$ cat src/rtl/nn_weight_load_if.sv
// Handshake bundle between the weight source / FIFO bank side and the weight load controller.
// The controller connects through the slave modport; the source/bank side uses master.
interface nn_weight_load_if #(
  parameter int N_FIFO = 16,
  parameter int DW     = 8,
  parameter int CNT_W  = 8
);
  localparam int SEL_W = $clog2(N_FIFO);

  logic              start;
  logic [CNT_W-1:0]  num_words;
  logic              w_valid;
  logic [DW-1:0]     w_data;
  logic              w_ready;
  logic [N_FIFO-1:0] fifo_full;
  logic [N_FIFO-1:0] fifo_wr;
  logic [DW-1:0]     fifo_din;
  logic [SEL_W-1:0]  sel;
  logic              busy;
  logic              done;

  modport master (
    output start, num_words, w_valid, w_data, fifo_full,
    input  w_ready, fifo_wr, fifo_din, sel, busy, done
  );

  modport slave (
    input  start, num_words, w_valid, w_data, fifo_full,
    output w_ready, fifo_wr, fifo_din, sel, busy, done
  );
endinterface

$ cat src/rtl/nn_weight_load_ctrl.sv
// Round-robin weight loader: spreads a valid/ready weight stream over N_FIFO weight FIFOs,
// num_words words per FIFO, stalling on the full flag of the FIFO currently targeted.
module nn_weight_load_ctrl #(
  parameter int N_FIFO = 16,
  parameter int DW     = 8,
  parameter int CNT_W  = 8
) (
  input logic            clk,
  input logic            reset_n,
  nn_weight_load_if.slave bus
);
  localparam int SEL_W = $clog2(N_FIFO);
  localparam logic [SEL_W-1:0] SEL_MAX = SEL_W'(N_FIFO - 1);

  typedef enum logic [1:0] {
    S_IDLE = 2'd0,
    S_LOAD = 2'd1,
    S_DONE = 2'd2
  } state_t;

  state_t            r_state;
  state_t            w_state_nxt;
  logic [SEL_W-1:0]  r_sel;
  logic [CNT_W-1:0]  r_pass;
  logic [CNT_W-1:0]  r_num_words;
  logic [N_FIFO-1:0] r_fifo_wr_p1;
  logic [DW-1:0]     r_fifo_din_p1;

  logic w_rdy;
  logic w_accept;
  logic w_last_word;

  // No skip-ahead: only the full flag of the current target matters, so ordering is kept.
  assign w_rdy       = (r_state == S_LOAD) && !bus.fifo_full[r_sel];
  assign w_accept    = w_rdy && bus.w_valid;
  assign w_last_word = (r_sel == SEL_MAX) && (r_pass == (r_num_words - CNT_W'(1)));

  always_ff @(posedge clk) begin
    if (!reset_n) begin
      r_state <= S_IDLE;
    end else begin
      r_state <= w_state_nxt;
    end
  end

  always_comb begin
    w_state_nxt = r_state;
    case (r_state)
      S_IDLE: begin
        if (bus.start) begin
          w_state_nxt = (bus.num_words == '0) ? S_DONE : S_LOAD;
        end
      end
      S_LOAD: begin
        if (w_accept && w_last_word) begin
          w_state_nxt = S_DONE;
        end
      end
      S_DONE:  w_state_nxt = S_IDLE;
      default: w_state_nxt = S_IDLE;
    endcase
  end

  always_ff @(posedge clk) begin
    if (!reset_n) begin
      r_sel       <= '0;
      r_pass      <= '0;
      r_num_words <= '0;
    end else if (r_state == S_IDLE && bus.start) begin
      r_num_words <= bus.num_words;
      r_sel       <= '0;
      r_pass      <= '0;
    end else if (w_accept) begin
      r_sel <= r_sel + SEL_W'(1);
      if (r_sel == SEL_MAX) begin
        r_pass <= r_pass + CNT_W'(1);
      end
    end
  end

  // Stage p1: write strobe and data registered one cycle after the accept.
  always_ff @(posedge clk) begin
    if (!reset_n) begin
      r_fifo_wr_p1  <= '0;
      r_fifo_din_p1 <= '0;
    end else begin
      r_fifo_wr_p1 <= w_accept ? (N_FIFO'(1) << r_sel) : '0;
      if (w_accept) begin
        r_fifo_din_p1 <= bus.w_data;
      end
    end
  end

  assign bus.w_ready  = w_rdy;
  assign bus.fifo_wr  = r_fifo_wr_p1;
  assign bus.fifo_din = r_fifo_din_p1;
  assign bus.sel      = r_sel;
  assign bus.busy     = (r_state == S_LOAD);
  assign bus.done     = (r_state == S_DONE);

  a_wr_onehot0 : assert property (@(posedge clk) disable iff (!reset_n)
    $onehot0(r_fifo_wr_p1));
  a_ready_only_in_load : assert property (@(posedge clk) disable iff (!reset_n)
    w_rdy |-> (r_state == S_LOAD));
  a_done_single : assert property (@(posedge clk) disable iff (!reset_n)
    (r_state == S_DONE) |=> (r_state == S_IDLE));
endmodule

$ cat src/flat_wrapper.sv
// flat-port wrapper written by rule: the top's interface ports become plain ports
module nn_weight_load_ctrl_flat 
#(
  parameter int N_FIFO = 16,
  parameter int DW     = 8,
  parameter int CNT_W  = 8
)
  (clk, reset_n, bus_start, bus_num_words, bus_w_valid, bus_w_data, bus_fifo_full, bus_w_ready, bus_fifo_wr, bus_fifo_din, bus_sel, bus_busy, bus_done);
  nn_weight_load_if #(.N_FIFO(N_FIFO), .DW(DW), .CNT_W(CNT_W)) bus_i ();
  input logic clk;
  input logic reset_n;
  input wire logic [$bits(bus_i.start)-1:0] bus_start;
  input wire logic [$bits(bus_i.num_words)-1:0] bus_num_words;
  input wire logic [$bits(bus_i.w_valid)-1:0] bus_w_valid;
  input wire logic [$bits(bus_i.w_data)-1:0] bus_w_data;
  input wire logic [$bits(bus_i.fifo_full)-1:0] bus_fifo_full;
  output wire logic [$bits(bus_i.w_ready)-1:0] bus_w_ready;
  output wire logic [$bits(bus_i.fifo_wr)-1:0] bus_fifo_wr;
  output wire logic [$bits(bus_i.fifo_din)-1:0] bus_fifo_din;
  output wire logic [$bits(bus_i.sel)-1:0] bus_sel;
  output wire logic [$bits(bus_i.busy)-1:0] bus_busy;
  output wire logic [$bits(bus_i.done)-1:0] bus_done;
  assign bus_i.start = bus_start;
  assign bus_i.num_words = bus_num_words;
  assign bus_i.w_valid = bus_w_valid;
  assign bus_i.w_data = bus_w_data;
  assign bus_i.fifo_full = bus_fifo_full;
  assign bus_w_ready = bus_i.w_ready;
  assign bus_fifo_wr = bus_i.fifo_wr;
  assign bus_fifo_din = bus_i.fifo_din;
  assign bus_sel = bus_i.sel;
  assign bus_busy = bus_i.busy;
  assign bus_done = bus_i.done;
  nn_weight_load_ctrl #(.N_FIFO(N_FIFO), .DW(DW), .CNT_W(CNT_W)) u_core (.clk(clk), .reset_n(reset_n), .bus(bus_i));
endmodule
$ cat config.mk
export PLATFORM = sky130hd
export DESIGN_NAME = nn_weight_load_ctrl_flat
export DESIGN_NICKNAME = d
export VERILOG_FILES = /design/src/rtl/nn_weight_load_if.sv /design/src/rtl/nn_weight_load_ctrl.sv /design/src/flat_wrapper.sv
export SDC_FILE = /design/constraint.sdc
export NUM_CORES = 1
export LEC_CHECK = 0
export BUFFER_PORTS_ARGS = -buffer_cell sky130_fd_sc_hd__buf_2
export CAP_MARGIN = 20
export CORE_ASPECT_RATIO = 0.8
export CORE_MARGIN = 10
export CORE_UTILIZATION = 50
export DETAILED_ROUTE_END_ITERATION = 8
export GPL_ROUTABILITY_DRIVEN = 0
export PLACE_DENSITY = 0.79
export SYNTH_ARGS = -nofsm -noshare
export SYNTH_HDL_FRONTEND = slang
export SYNTH_SLANG_ARGS = --single-unit
$ cat constraint.sdc
create_clock -name clk -period 2.7 [get_ports clk]
set_input_delay 0.135 -clock clk [delete_from_list [all_inputs] [get_ports clk]]
set_output_delay 0.135 -clock clk [all_outputs]
set_load 0.05 [all_outputs]
; Word-level counts from Yosys, hierarchy flattened
; Cells that the tools add are included.
[op_classes]
n_addsub = 3
n_reduce_logical = 12
bitwise = 1
mux = 6
n_shift = 1
eq_ne = 6
magnitude_cmp = 1
[op_table]
columns = op, n
row1 = $shl A1 B4 Y16 const A, 1
row2 = $add A8 B1 Y8 const B, 1
row3 = $eq A8 B8 Y1, 1
row4 = $logic_not A8 Y1, 1
row5 = $sub A8 B1 Y8 const B, 1
row6 = $mux W2, 3
row7 = $reduce_and A2 Y1, 3
row8 = $logic_and A1 B1 Y1, 5
row9 = $lt A4 B5 Y1 const B, 1
row10 = $add A4 B1 Y4 const B, 1
row11 = $bmux W1 S4, 1
row12 = $eq A4 B4 Y1 const B, 1
row13 = $pmux W2 S2, 1
row14 = $eq A2 B1 Y1 const B, 1
row15 = $eq A2 B2 Y1 const B, 1
row16 = $logic_not A2 Y1, 1
row17 = $ne A2 B1 Y1 const B, 1
row18 = $ne A2 B2 Y1 const B, 1
row19 = $reduce_or A2 Y1, 1
row20 = $logic_not A1 Y1, 1
row21 = $mux W1, 1
row22 = $not A1 Y1, 1
[word_totals]
elab_cells = 36
regBits = 46

; Logic depth before layout (Yosys ltp)
; Gate-level depths: netlist of the first run.
[logic_depth]
depth_word = 8
depth_mapped = 8
mapped_depth_nobuf = 7

; Least setup slack after synthesis of the first run
; Ideal clock, no wire load.
[synth_timing]
path_type = flip-flop to flip-flop
from = reg u_core.r_sel[0], in the netlist u_core.bus.sel[0]
to = reg u_core.r_pass[4]
setup_ns = 0.115
path_stages_with_launch = 8
path_slack_ns = 0.215
required_time_ns = 2.585
period_less_slack_ns = 2.485
arrival_ns = 2.371
cell_sequence = dfxtp_1 > buf_2 > mux4_2 > a21boi_2 > nand3b_4 > buf_6 > o31a_1 > o21a_1
[synth_between]
elab_chain_cells = 6
elab_cells_between_ends = 7
cone_classes = eq/ne: 1 / mux: 2 / reduce/logical: 4
[synth_rtl]
columns = element, line
row1 = "start, declared", nn_weight_load_ctrl.sv:23  ; logic [SEL_W-1:0] r_sel;
row2 = "start signal, assigned", nn_weight_load_ctrl.sv:74  ; r_sel <= r_sel + SEL_W'(1);
row3 = $bmux W1 S4, nn_weight_load_ctrl.sv:34  ; assign w_rdy = (r_state == S_LOAD) && !bus.fifo_full[r_sel];
row4 = $mux W1 (implied by the code), nn_weight_load_ctrl.sv:34
row5 = $logic_not A1 Y1, nn_weight_load_ctrl.sv:34
row6 = $logic_and A1 B1 Y1, nn_weight_load_ctrl.sv:34
row7 = $logic_and A1 B1 Y1, nn_weight_load_ctrl.sv:35  ; assign w_accept = w_rdy && bus.w_valid;
row8 = $reduce_and A2 Y1 (no source line) (*), --
row9 = "end signal, assigned", nn_weight_load_ctrl.sv:76  ; r_pass <= r_pass + CNT_W'(1);
row10 = "end, declared", nn_weight_load_ctrl.sv:24  ; logic [CNT_W-1:0] r_pass;
; Mark *: on every way between the ends. The rest lies on a longest branch, timed or not. The select of a mux whose other input is x is not followed.
; A chain may end at the register's enable or synchronous reset.

; Final worst setup path of the first run
[layout_timing]
from = reg u_core.r_sel[1], in the netlist u_core.bus.sel[1]
to = reg u_core.r_pass[5]
; Same word-level chain as after synthesis.

==> out/qor.csv, run 1 <==
stage,metric,value,unit
status,status,"finished, final reports clean",
min_path,hp-class,primary input to flop,
layout,post-route-util,0.6344,
critical_path,end_kind,flop,
logic_synthesis,synthTopCellsByArea,"dfxtp_1 (40%), mux2i_1 (5.2%), nand2_1 (5.2%)",
layout,drive_gt1_frac,0.2765,
layout,nets,354,
global_route,grt_max_degree,28,
clock_tree,cts.path.max_buffers,2,
logic_synthesis,syn_nets,293,
timing,relSlewSlack,0.6169,
logic_synthesis,synth_area_per_cell,9.216,um^2
routing,vias,2004,
power_and_ir_drop,power.leakage,1.208,nW
logic_synthesis,netlist_area,2295,um^2
logic_synthesis,synth-edff-count,0,
clock_tree,cts_resized,0,
layout,layout_commonest_cell,buf_2,
global_route,antenna_found_initial,0,
timing,worst_pin_slew,573.4,ps
clock_tree,hold_buffers,0,
critical_path,worstPathMaxFanout,23,
critical_path,worstPathRequired,2930,ps
logic_synthesis,yosys.area.top_type,dfxtp_1,
global_route,grt_usage,0.1463,
routing,antenna_left,0,
layout,syn_to_final_growth,19.14,%
critical_path,crit_family,simple AND/OR/NAND/NOR gates,
placed_design,port_buffers,66,
critical_path,arrival,2530,ps
clock_tree,cts_tree,built,
floorplan,initial_core_util,0.5325,
floorplan,die_y,80.60,um
routing,dr.pass1.iters,6,
routing,drt-total-wl,5527,um
clock_tree,path_clk_slew,90,ps
critical_path,cp_num_buf_inv,0,
logic_synthesis,seq_area_frac_synth,0.4013,
clock_tree,cts_setup_buffers,0,
routing,wl_per_cell,15.02,um
clock_tree,clock-sinks,46,
timing,period_needed,2298,ps
logic_synthesis,synth_top_area_share,0.4013,
logic_synthesis,ys_seq_elements,46,
layout,fillers,388,
floorplan,core_area,4309,um^2
timing,finalCritPeriodShare,0.8512,
critical_path,worstSetupPathType,flop to flop,
routing,viasPerCell,5.446,
placed_design,hpwl,4329,um
clock_tree,clock_latency,300,ps
floorplan,row_count,21,
floorplan,io_pins,67,
logic_synthesis,async_flop_share,0,
clock_tree,cts_made_buffers,5,
timing,hold_viol_final,0,
critical_path,critPathSlowestCell,or4_1,
logic_synthesis,synth_warnings,0,
routing,remaining_drc_errors,0,
power_and_ir_drop,power_density,484.1,nW/um^2
floorplan,die_w,95.74,um
power_and_ir_drop,peakVddDrop,373.0,uV
clock_tree,cts.htree.levels,2,
critical_path,crit_chain,"mux4_2, a22o_1, nand3b_4, or4_1, a21oi_1",
global_route,grt_pass1_wl,9114,um
timing,fin_skew,5.930,ps
timing,rsz0062_at_grt,no,
logic_synthesis,ys.flop_type,dfxtp_1,
timing,finalMaxSlewViolations,0,
timing,finalSetupViolCount,0,
critical_path,crit_path_start_kind,flop,
logic_synthesis,ys_types,48,
global_route,grt_pass1_vias,1901,
layout,insertedDiodeCount,0,
logic_synthesis,netlist_instances,249,
routing,drt_first_iter_violations,95,
global_route,gr-total-overflow,0,
timing,fin_setup_tns,0,ps
timing,fmax,0.4351,GHz
flow_run,cap_viol_max_count,0,
layout,layout_common_cells,"buf_2 (66), dfxtp_1 (46), nand2_1 (32), nor2b_1 (14)",
clock_tree,root_buffer,clkbuf_8,
critical_path,cp_slowest_stage_delay,580,ps
floorplan,dieArea,7716,um^2
[registers in the layout (all words and copies together) (netlist names)]
name and flops:
u_core.r_pass 8, u_core.bus.fifo_wr 16, u_core.r_state 2, u_core.bus.fifo_din 8, u_core.r_num_words 8, u_core.bus.sel 4
[final cells by class]
cell class                      count  area, um^2  area share
Sequential cell                    46       920.9      0.3368
Multi-Input combinational cell    182        1269      0.4641
Clock inverter                      3       25.02    0.009153
Clock buffer                        5       68.82     0.02517
Inverter                            5       18.77    0.006865
Tap cell                           57       71.32     0.02609
Timing Repair Buffer               70       360.3      0.1318
[report_power, final]
| group | internal [mW] | switching [mW] |
|---|---|---|
| logic | 0.0772 | 0.101 |
| registers | 0.691 | 0.0127 |
| clock network | 0.187 | 0.255 |
[stage by stage]
step	worst slack [ps]	hold slack [ps]	power, mW	cells	cell area, um^2
after detailed placement	412.1	392.8	0.8980	360	2640
after global placement	451.9	387.5	0.8950	360	2640
after global routing	246.9	65.71	1.393	368	2734
after CTS	382.5	63.29	1.337	368	2734
final	401.6	63.60	1.323	368	2734
after floorplan	214.7	269.8	0.8460	249	2295
[worst paths after layout]
| kind | start | endpoint | slack (ps) | cells past startpoint |
|---|---|---|---|---|
| max | u_core.bus.sel[1] | u_core.r_pass[5] | 400 | 5 |
| min | bus_num_words[7] | u_core.r_num_words[7] | 60 | 3 |
| max reg2reg | u_core.bus.sel[1] | u_core.r_pass[5] | 400 | 5 |
| min reg2reg | u_core.r_num_words[7] | u_core.r_num_words[7] | 480 | 2 |
[worst reg2reg max path: stages (launching register included)]
cell and delay, ps:
dfxtp_1 400, mux4_2 510, a22o_1 250, nand3b_4 340
or4_1 590, a21oi_1 140
[per-layer routing]
metal	vias to the layer above	track usage	wire length [um]
met5	-	0	0
met4	0	0.03235	16
met3	2	0.07249	628
met2	69	0.2054	2372
met1	926	0.1950	2510
li1	1007	-	-
[cell usage after synthesis (6+ instances only)]
master / instances
dfxtp_1: 46
nand2_1: 32
nor2b_1: 14
mux2i_1: 12
nor3_1: 12
clkbuf_1: 9
a21boi_1: 8
a21oi_1: 8
ha_1: 8
nor2_1: 8
and2_1: 7
nor4_1: 7
nand3_1: 6
xnor2_1: 6
[cells by family (layout without fill, tap and decap cells)]
kind of cell	count (synthesis)	after routing	share of synthesized area
simple gates	113	113	0.2715
flops	46	46	0.4013
compound gates	35	35	0.1140
buf+inv	21	83	0.04580
mux	15	15	0.08179
xor+xnor	11	11	0.04198
fa+ha+maj	8	8	0.04362
(Power assumes the default switching activity.)
==> run 2: changes to the inputs <==
--- a/config.mk
+++ b/config.mk
@@ -6,13 +6,14 @@
 export NUM_CORES = 1
 export LEC_CHECK = 0
 export BUFFER_PORTS_ARGS = -buffer_cell sky130_fd_sc_hd__buf_2
-export CAP_MARGIN = 20
+export CAP_MARGIN = 10
+export CELL_PAD_IN_SITES_DETAIL_PLACEMENT = 1
+export CELL_PAD_IN_SITES_GLOBAL_PLACEMENT = 1
 export CORE_ASPECT_RATIO = 0.8
-export CORE_MARGIN = 10
-export CORE_UTILIZATION = 50
+export CORE_UTILIZATION = 38
 export DETAILED_ROUTE_END_ITERATION = 8
 export GPL_ROUTABILITY_DRIVEN = 0
-export PLACE_DENSITY = 0.79
+export PLACE_DENSITY = 0.81
 export SYNTH_ARGS = -nofsm -noshare
 export SYNTH_HDL_FRONTEND = slang
 export SYNTH_SLANG_ARGS = --single-unit
==> run 2 against run 1 <==
Effect of this change: wire length is 6.7% higher; count of clock-buffer cells in the layout is 1 higher; clock skew shrank 2.2 ps; critical path type unchanged; non-clock buffer count did not move; register-to-register slack got worse by 20 ps.
==> out/qor.csv, run 2 (synthesis gave the netlist of run 1 again) <==
stage,metric,value,unit
layout,layout_commonest_cell,buf_2,
layout,layout_common_cells,"buf_2 (66), dfxtp_1 (46), nand2_1 (32), nor2b_1 (14)",
critical_path,cp_num_buf_inv,0,
clock_tree,cts_resized,0,
floorplan,core_area,5645,um^2
min_path,hold-path-endpoint,u_core.r_num_words[7],
layout,post-route-util,0.4869,
floorplan,row_count,24,
clock_tree,cts_tree,built,
critical_path,worstPathRequired,2920,ps
critical_path,crit_chain,"mux4_2, a22o_1, nand3b_4, or4_1, a21oi_1",
global_route,gr-total-overflow,0,
clock_tree,path_clk_slew,80,ps
global_route,antenna_found_initial,0,
routing,remaining_drc_errors,0,
power_and_ir_drop,power.leakage,1.206,nW
critical_path,worstPathMaxFanout,23,
placed_design,place_area,2666,um^2
timing,fmax,0.4317,GHz
floorplan,initial_core_util,0.4065,
critical_path,worstSetupPathType,flop to flop,
critical_path,cp.depth,5,
critical_path,r2r-end,u_core.r_pass[5],
critical_path,arrival,2540,ps
clock_tree,clock-sinks,46,
critical_path,r2r-start,u_core.bus.sel[1],
global_route,grt_pass1_vias,1951,
routing,drt-total-wl,5899,um
routing,vias,2016,
timing,relSlewSlack,0.6157,
min_path,min_path_cells,3,
placed_design,dp_slack,396.9,ps
status,status,"finished, final reports clean",
global_route,grt_pass1_wl,9666,um
routing,dr.pass1.iters,4,
clock_tree,cts_setup_buffers,0,
clock_tree,root_buffer,clkbuf_8,
layout,nets,354,
critical_path,critPathSlowestCell,or4_1,
power_and_ir_drop,total_power,1.300,mW
timing,hold_viol_final,0,
clock_tree,hold_buffers,0,
clock_tree,clock_latency,290,ps
placed_design,port_buffers,66,
routing,wl_per_cell,15.24,um
power_and_ir_drop,peakVddDrop,201.2,uV
floorplan,dieArea,6355,um^2
flow_run,cap_viol_max_count,0,
min_path,hp-class,primary input to flop,
critical_path,crit_family,simple AND/OR/NAND/NOR gates,
timing,fin_setup_tns,0,ps
layout,drive_gt1_frac,0.2718,
timing,finalSetupViolCount,0,
floorplan,die_w,88.88,um
power_and_ir_drop,power_density,472.9,nW/um^2
layout,insertedDiodeCount,0,
timing,worst_pin_slew,575.2,ps
timing,rsz0062_at_grt,no,
timing,hold_slack,86.82,ps
placed_design,placed_cells,381,
global_route,grt_usage,0.1991,
critical_path,cp_slowest_stage_delay,580,ps
critical_path,crit_path_start_kind,flop,
routing,viasPerCell,5.209,
timing,period_needed,2316,ps
timing,timing.final.ws_setup,383.6,ps
global_route,grt_max_degree,28,
layout,final_cell_area,2749,um^2
critical_path,r2r_slack,380,ps
routing,drt_first_iter_violations,63,
layout,syn_to_final_growth,19.79,%
layout,instances_no_fill,387,
floorplan,die_y,71.51,um
clock_tree,cts.path.max_buffers,2,
clock_tree,cts.htree.levels,2,
placed_design,hpwl,4434,um
timing,fin_skew,3.759,ps
timing,finalCritPeriodShare,0.8579,
layout,largest_register_ffs,16,
clock_tree,cts_made_buffers,5,
floorplan,io_pins,67,
critical_path,end_kind,flop,
critical_path,r2r.worst_path.cells,5,
min_path,hp-start,bus_num_words[7],
routing,antenna_left,0,
timing,finalMaxSlewViolations,0,
[run 2: worst max-delay path by stage]
stage / startpoint / slack, ps / to
finish: u_core.bus.sel[1] / 380 / u_core.r_pass[5]
global route: u_core.bus.sel[1] / 260 / u_core.r_pass[6]
CTS: u_core.bus.sel[1] / 360 / u_core.r_pass[5]
detailed placement: u_core.bus.sel[1] / 400 / u_core.r_pass[6]
global placement: u_core.bus.sel[1] / 440 / u_core.r_pass[5]
floorplan: u_core.bus.sel[0] / 210 / u_core.r_pass[4]
[run 2: cell type report]
| class | count | area [um^2] |
|---|---|---|
| well taps | 78 | 97.59 |
| fillers | 716 | 2897 |
| flip-flops and latches | 46 | 920.9 |
| inverters | 5 | 18.77 |
| clock buffers | 6 | 82.58 |
| repair buffers | 70 | 360.3 |
| multi-input cells | 182 | 1269 |
[run 2: power by group]
group	internal, mW	switching (mW)	leakage, nW	total (mW)
Sequential	0.690	0.0126	0.372	0.703
Combinational	0.0771	0.105	0.791	0.182
Clock	0.198	0.217	0.0431	0.415
Total	0.965	0.335	1.21	1.30
[run 2: worst min-delay path: stages]
cell,delay [ps]
buf_2,110
nand2_1,50
a21boi_1,50
[run 2: metal layers]
layer,GRT usage,vias up,part of all wire
met4,0.04301,0,0.0083
met1,0.2894,964,0.50
met2,0.2991,50,0.45
met3,0.04839,6,0.047
li1,-,996,-
met5,0,-,0
==> run 3: changes to the inputs <==
--- a/config.mk
+++ b/config.mk
@@ -5,15 +5,17 @@
 export SDC_FILE = /design/constraint.sdc
 export NUM_CORES = 1
 export LEC_CHECK = 0
+export ABC_AREA = 1
 export BUFFER_PORTS_ARGS = -buffer_cell sky130_fd_sc_hd__buf_2
 export CAP_MARGIN = 10
 export CELL_PAD_IN_SITES_DETAIL_PLACEMENT = 1
 export CELL_PAD_IN_SITES_GLOBAL_PLACEMENT = 1
 export CORE_ASPECT_RATIO = 0.8
-export CORE_UTILIZATION = 38
+export CORE_UTILIZATION = 36
+export CTS_CLUSTER_DIAMETER = 60
 export DETAILED_ROUTE_END_ITERATION = 8
 export GPL_ROUTABILITY_DRIVEN = 0
-export PLACE_DENSITY = 0.81
+export PLACE_DENSITY_LB_ADDON = 0.2
 export SYNTH_ARGS = -nofsm -noshare
 export SYNTH_HDL_FRONTEND = slang
 export SYNTH_SLANG_ARGS = --single-unit
==> run 3 against run 2 <==
Effect of this change: area after synthesis down 3.1%; register-to-register slack better by 99 ps; count of clock-buffer cells in the layout unchanged; critical endpoint is now u_core.bus.fifo_wr[5]; critical path type unchanged; largest cell class unchanged.
==> out/qor.csv, run 3 <==
stage,metric,value,unit
timing,hold_slack,84.84,ps
placed_design,hpwl,4300,um
clock_tree,hold_buffers,0,
floorplan,row_count,25,
power_and_ir_drop,peakVddDrop,304.4,uV
floorplan,dieArea,6500,um^2
min_path,min_path_cells,3,
layout,largest_register_ffs,16,
clock_tree,cts_made_buffers,5,
logic_synthesis,synthTopCellsByArea,"dfxtp_1 (41%), nand2_1 (14%), nor2_1 (6.2%)",
logic_synthesis,ys_seq_elements,46,
timing,fmax,0.4510,GHz
layout,fillers,796,
layout,drive_gt1_frac,0.2211,
critical_path,cp_slowest_stage_delay,590,ps
timing,hold_viol_final,0,
layout,nets,423,
logic_synthesis,synth_top_area_share,0.4139,
critical_path,r2r.worst_path.cells,10,
logic_synthesis,yosys.area.top_type,dfxtp_1,
critical_path,crit_chain,"inv_2, nand2_1, nand3_1, nand3_2, nand2_2, nor2_4, nand3_4, inv_2, nand3_2, nor3_1",
critical_path,worstPathRequired,2910,ps
critical_path,crit_path_start_kind,flop,
clock_tree,clock-sinks,46,
timing,relSlewSlack,0.6871,
logic_synthesis,netlist_area,2225,um^2
placed_design,port_buffers,66,
critical_path,r2r-start,u_core.bus.sel[0],
logic_synthesis,ys_types,25,
routing,remaining_drc_errors,0,
routing,antenna_left,0,
status,status,"finished, final reports clean",
logic_synthesis,synth_warnings,0,
power_and_ir_drop,power_density,536.1,nW/um^2
floorplan,die_y,72.31,um
layout,insertedDiodeCount,0,
logic_synthesis,ys.flop_type,dfxtp_1,
logic_synthesis,seq_area_frac_synth,0.4139,
critical_path,r2r-end,u_core.bus.fifo_wr[5],
logic_synthesis,async_flop_share,0,
clock_tree,clock_latency,300,ps
power_and_ir_drop,power.leakage,1.276,nW
routing,viasPerCell,4.679,
global_route,grt_pass1_wl,9156,um
floorplan,initial_core_util,0.3743,
logic_synthesis,synthAdderAreaFrac,0.04499,
min_path,hold-path-endpoint,u_core.bus.fifo_din[1],
critical_path,arrival,2430,ps
clock_tree,cts_resized,0,
timing,period_needed,2217,ps
floorplan,core_area,5943,um^2
critical_path,r2r_slack,480,ps
clock_tree,path_clk_slew,80,ps
logic_synthesis,synth_compound_area_frac,0.08886,
logic_synthesis,synthMuxAreaShare,0,
layout,syn_to_final_growth,22.05,%
global_route,antenna_found_initial,0,
logic_synthesis,netlist_instances,313,
min_path,hp-start,bus_w_data[1],
routing,drt-total-wl,5450,um
logic_synthesis,synth-simple-area-share,0.3296,
global_route,grt_pass1_vias,1963,
logic_synthesis,synthTopCellsByCount,"nand2_1 (84), dfxtp_1 (46), nor2_1 (37)",
clock_tree,cts_setup_buffers,0,
clock_tree,cts.path.max_buffers,2,
timing,finalSetupViolCount,0,
timing,fin_skew,8.744,ps
routing,drt_first_iter_violations,89,
critical_path,critPathSlowestCell,dfxtp_1,
floorplan,die_w,89.89,um
logic_synthesis,synth_area_per_cell,7.107,um^2
flow_run,cap_viol_max_count,0,
critical_path,worstPathMaxFanout,16,
timing,rsz0062_at_grt,no,
layout,layout_common_cells,"nand2_1 (84), buf_2 (66), dfxtp_1 (46), nor2_1 (37), inv_1 (32)",
critical_path,worstSetupPathType,flop to flop,
floorplan,io_pins,67,
global_route,gr-total-overflow,0,
routing,dr.pass1.iters,4,
timing,fin_setup_tns,0,ps
logic_synthesis,syn_nets,357,
critical_path,crit_family,simple AND/OR/NAND/NOR gates,
clock_tree,cts_tree,built,
clock_tree,cts.htree.levels,2,
logic_synthesis,synth_top_family_by_area,simple AND/OR/NAND/NOR gates,
timing,finalMaxSlewViolations,0,
global_route,grt_usage,0.1754,
critical_path,cp_num_buf_inv,2,
routing,vias,2157,
timing,worst_pin_slew,467.6,ps
min_path,hp-class,primary input to flop,
logic_synthesis,synth-edff-count,0,
clock_tree,root_buffer,clkbuf_8,
global_route,grt_max_degree,17,
timing,finalCritPeriodShare,0.8213,
logic_synthesis,synth_most_common_cell,nand2_1,
logic_synthesis,synth-xor-area-share,0.03543,
layout,layout_commonest_cell,nand2_1,
routing,wl_per_cell,11.82,um
critical_path,end_kind,flop,
## run 3: cell types whose count changed after synthesis, moves of 8 or more
| cell | delta |
|---|---|
| inv_1 | +27 |
| nor2_1 | +29 |
| mux2i_1 | -12 |
| o21ai_0 | +11 |
| nand3_1 | +15 |
| a21oi_1 | +17 |
| nand2_1 | +52 |
| a21boi_1 | -8 |
| nor2b_1 | -14 |
## run 3: worst max path at each step
stage / slack (ps) / startpoint / cells past startpoint / end
global placement: 600 / u_core.bus.sel[0] / 10 / u_core.bus.fifo_wr[0]
detailed placement: 480 / u_core.bus.sel[0] / 10 / u_core.bus.fifo_wr[2]
global route: 220 / u_core.bus.sel[0] / 10 / u_core.bus.fifo_wr[9]
CTS: 460 / u_core.bus.sel[0] / 10 / u_core.bus.fifo_wr[2]
finish: 480 / u_core.bus.sel[0] / 10 / u_core.bus.fifo_wr[5]
floorplan: 600 / u_core.bus.sel[0] / 14 / u_core.r_state[0]
## run 3: cell families after synthesis
group                    Yosys count
AND/OR/NAND/NOR                  167
flip-flops                        46
buffers and inverters             44
AO/OA/AOI/OAI                     39
XOR/XNOR                           9
adder cells (fa/ha/maj)            8
## run 3: final cells by class
| class | count | area, um^2 | share of cell area |
|---|---|---|---|
| multi-input combinational | 223 | 1110 | 0.4088 |
| clock inverter | 2 | 37.54 | 0.01382 |
| timing repair buffer | 67 | 337.8 | 0.1244 |
| inverter | 36 | 135.1 | 0.04977 |
| sequential | 46 | 920.9 | 0.3392 |
| tap | 81 | 101.3 | 0.03733 |
| clock buffer | 6 | 72.57 | 0.02673 |
## run 3: worst reg2reg max path, delay by kind of cell, from the launching register on
kind | cells | cell delay (ps)
buf+inv | 2 | 490
flops | 1 | 590
simple gates | 8 | 1060
## run 3: power by group
group | leakage (nW) | switching, mW | internal [mW]
clock network | 0.0514 | 0.227 | 0.276
registers | 0.373 | 0.0194 | 0.698
logic | 0.852 | 0.155 | 0.0808
## run 3: stage by stage
step | total power, mW | setup slack [ps] | instance area, um^2 | util | std cells
2_1_floorplan | 0.8996 | 601.0 | 2225 | - | 313
3_3_place_gp | 0.9632 | 598.7 | 2605 | 0.4383 | 453
3_5_place_dp | 0.9687 | 483.6 | 2605 | 0.4383 | 453
4_1_cts | 1.468 | 456.4 | 2715 | 0.4568 | 461
5_1_grt | 1.534 | 217.6 | 2715 | 0.4568 | 461
6_report | 1.456 | 482.6 | 2715 | 0.4568 | 461
## run 3: layer usage
layer / track usage / vias up / wire [um]
met2: 0.2735 / 54 / 2267
met5: 0 / - / 0
met3: 0.03249 / 6 / 230
li1: - / 1121 / -
met4: 0.05914 / 0 / 76
met1: 0.2461 / 976 / 2876
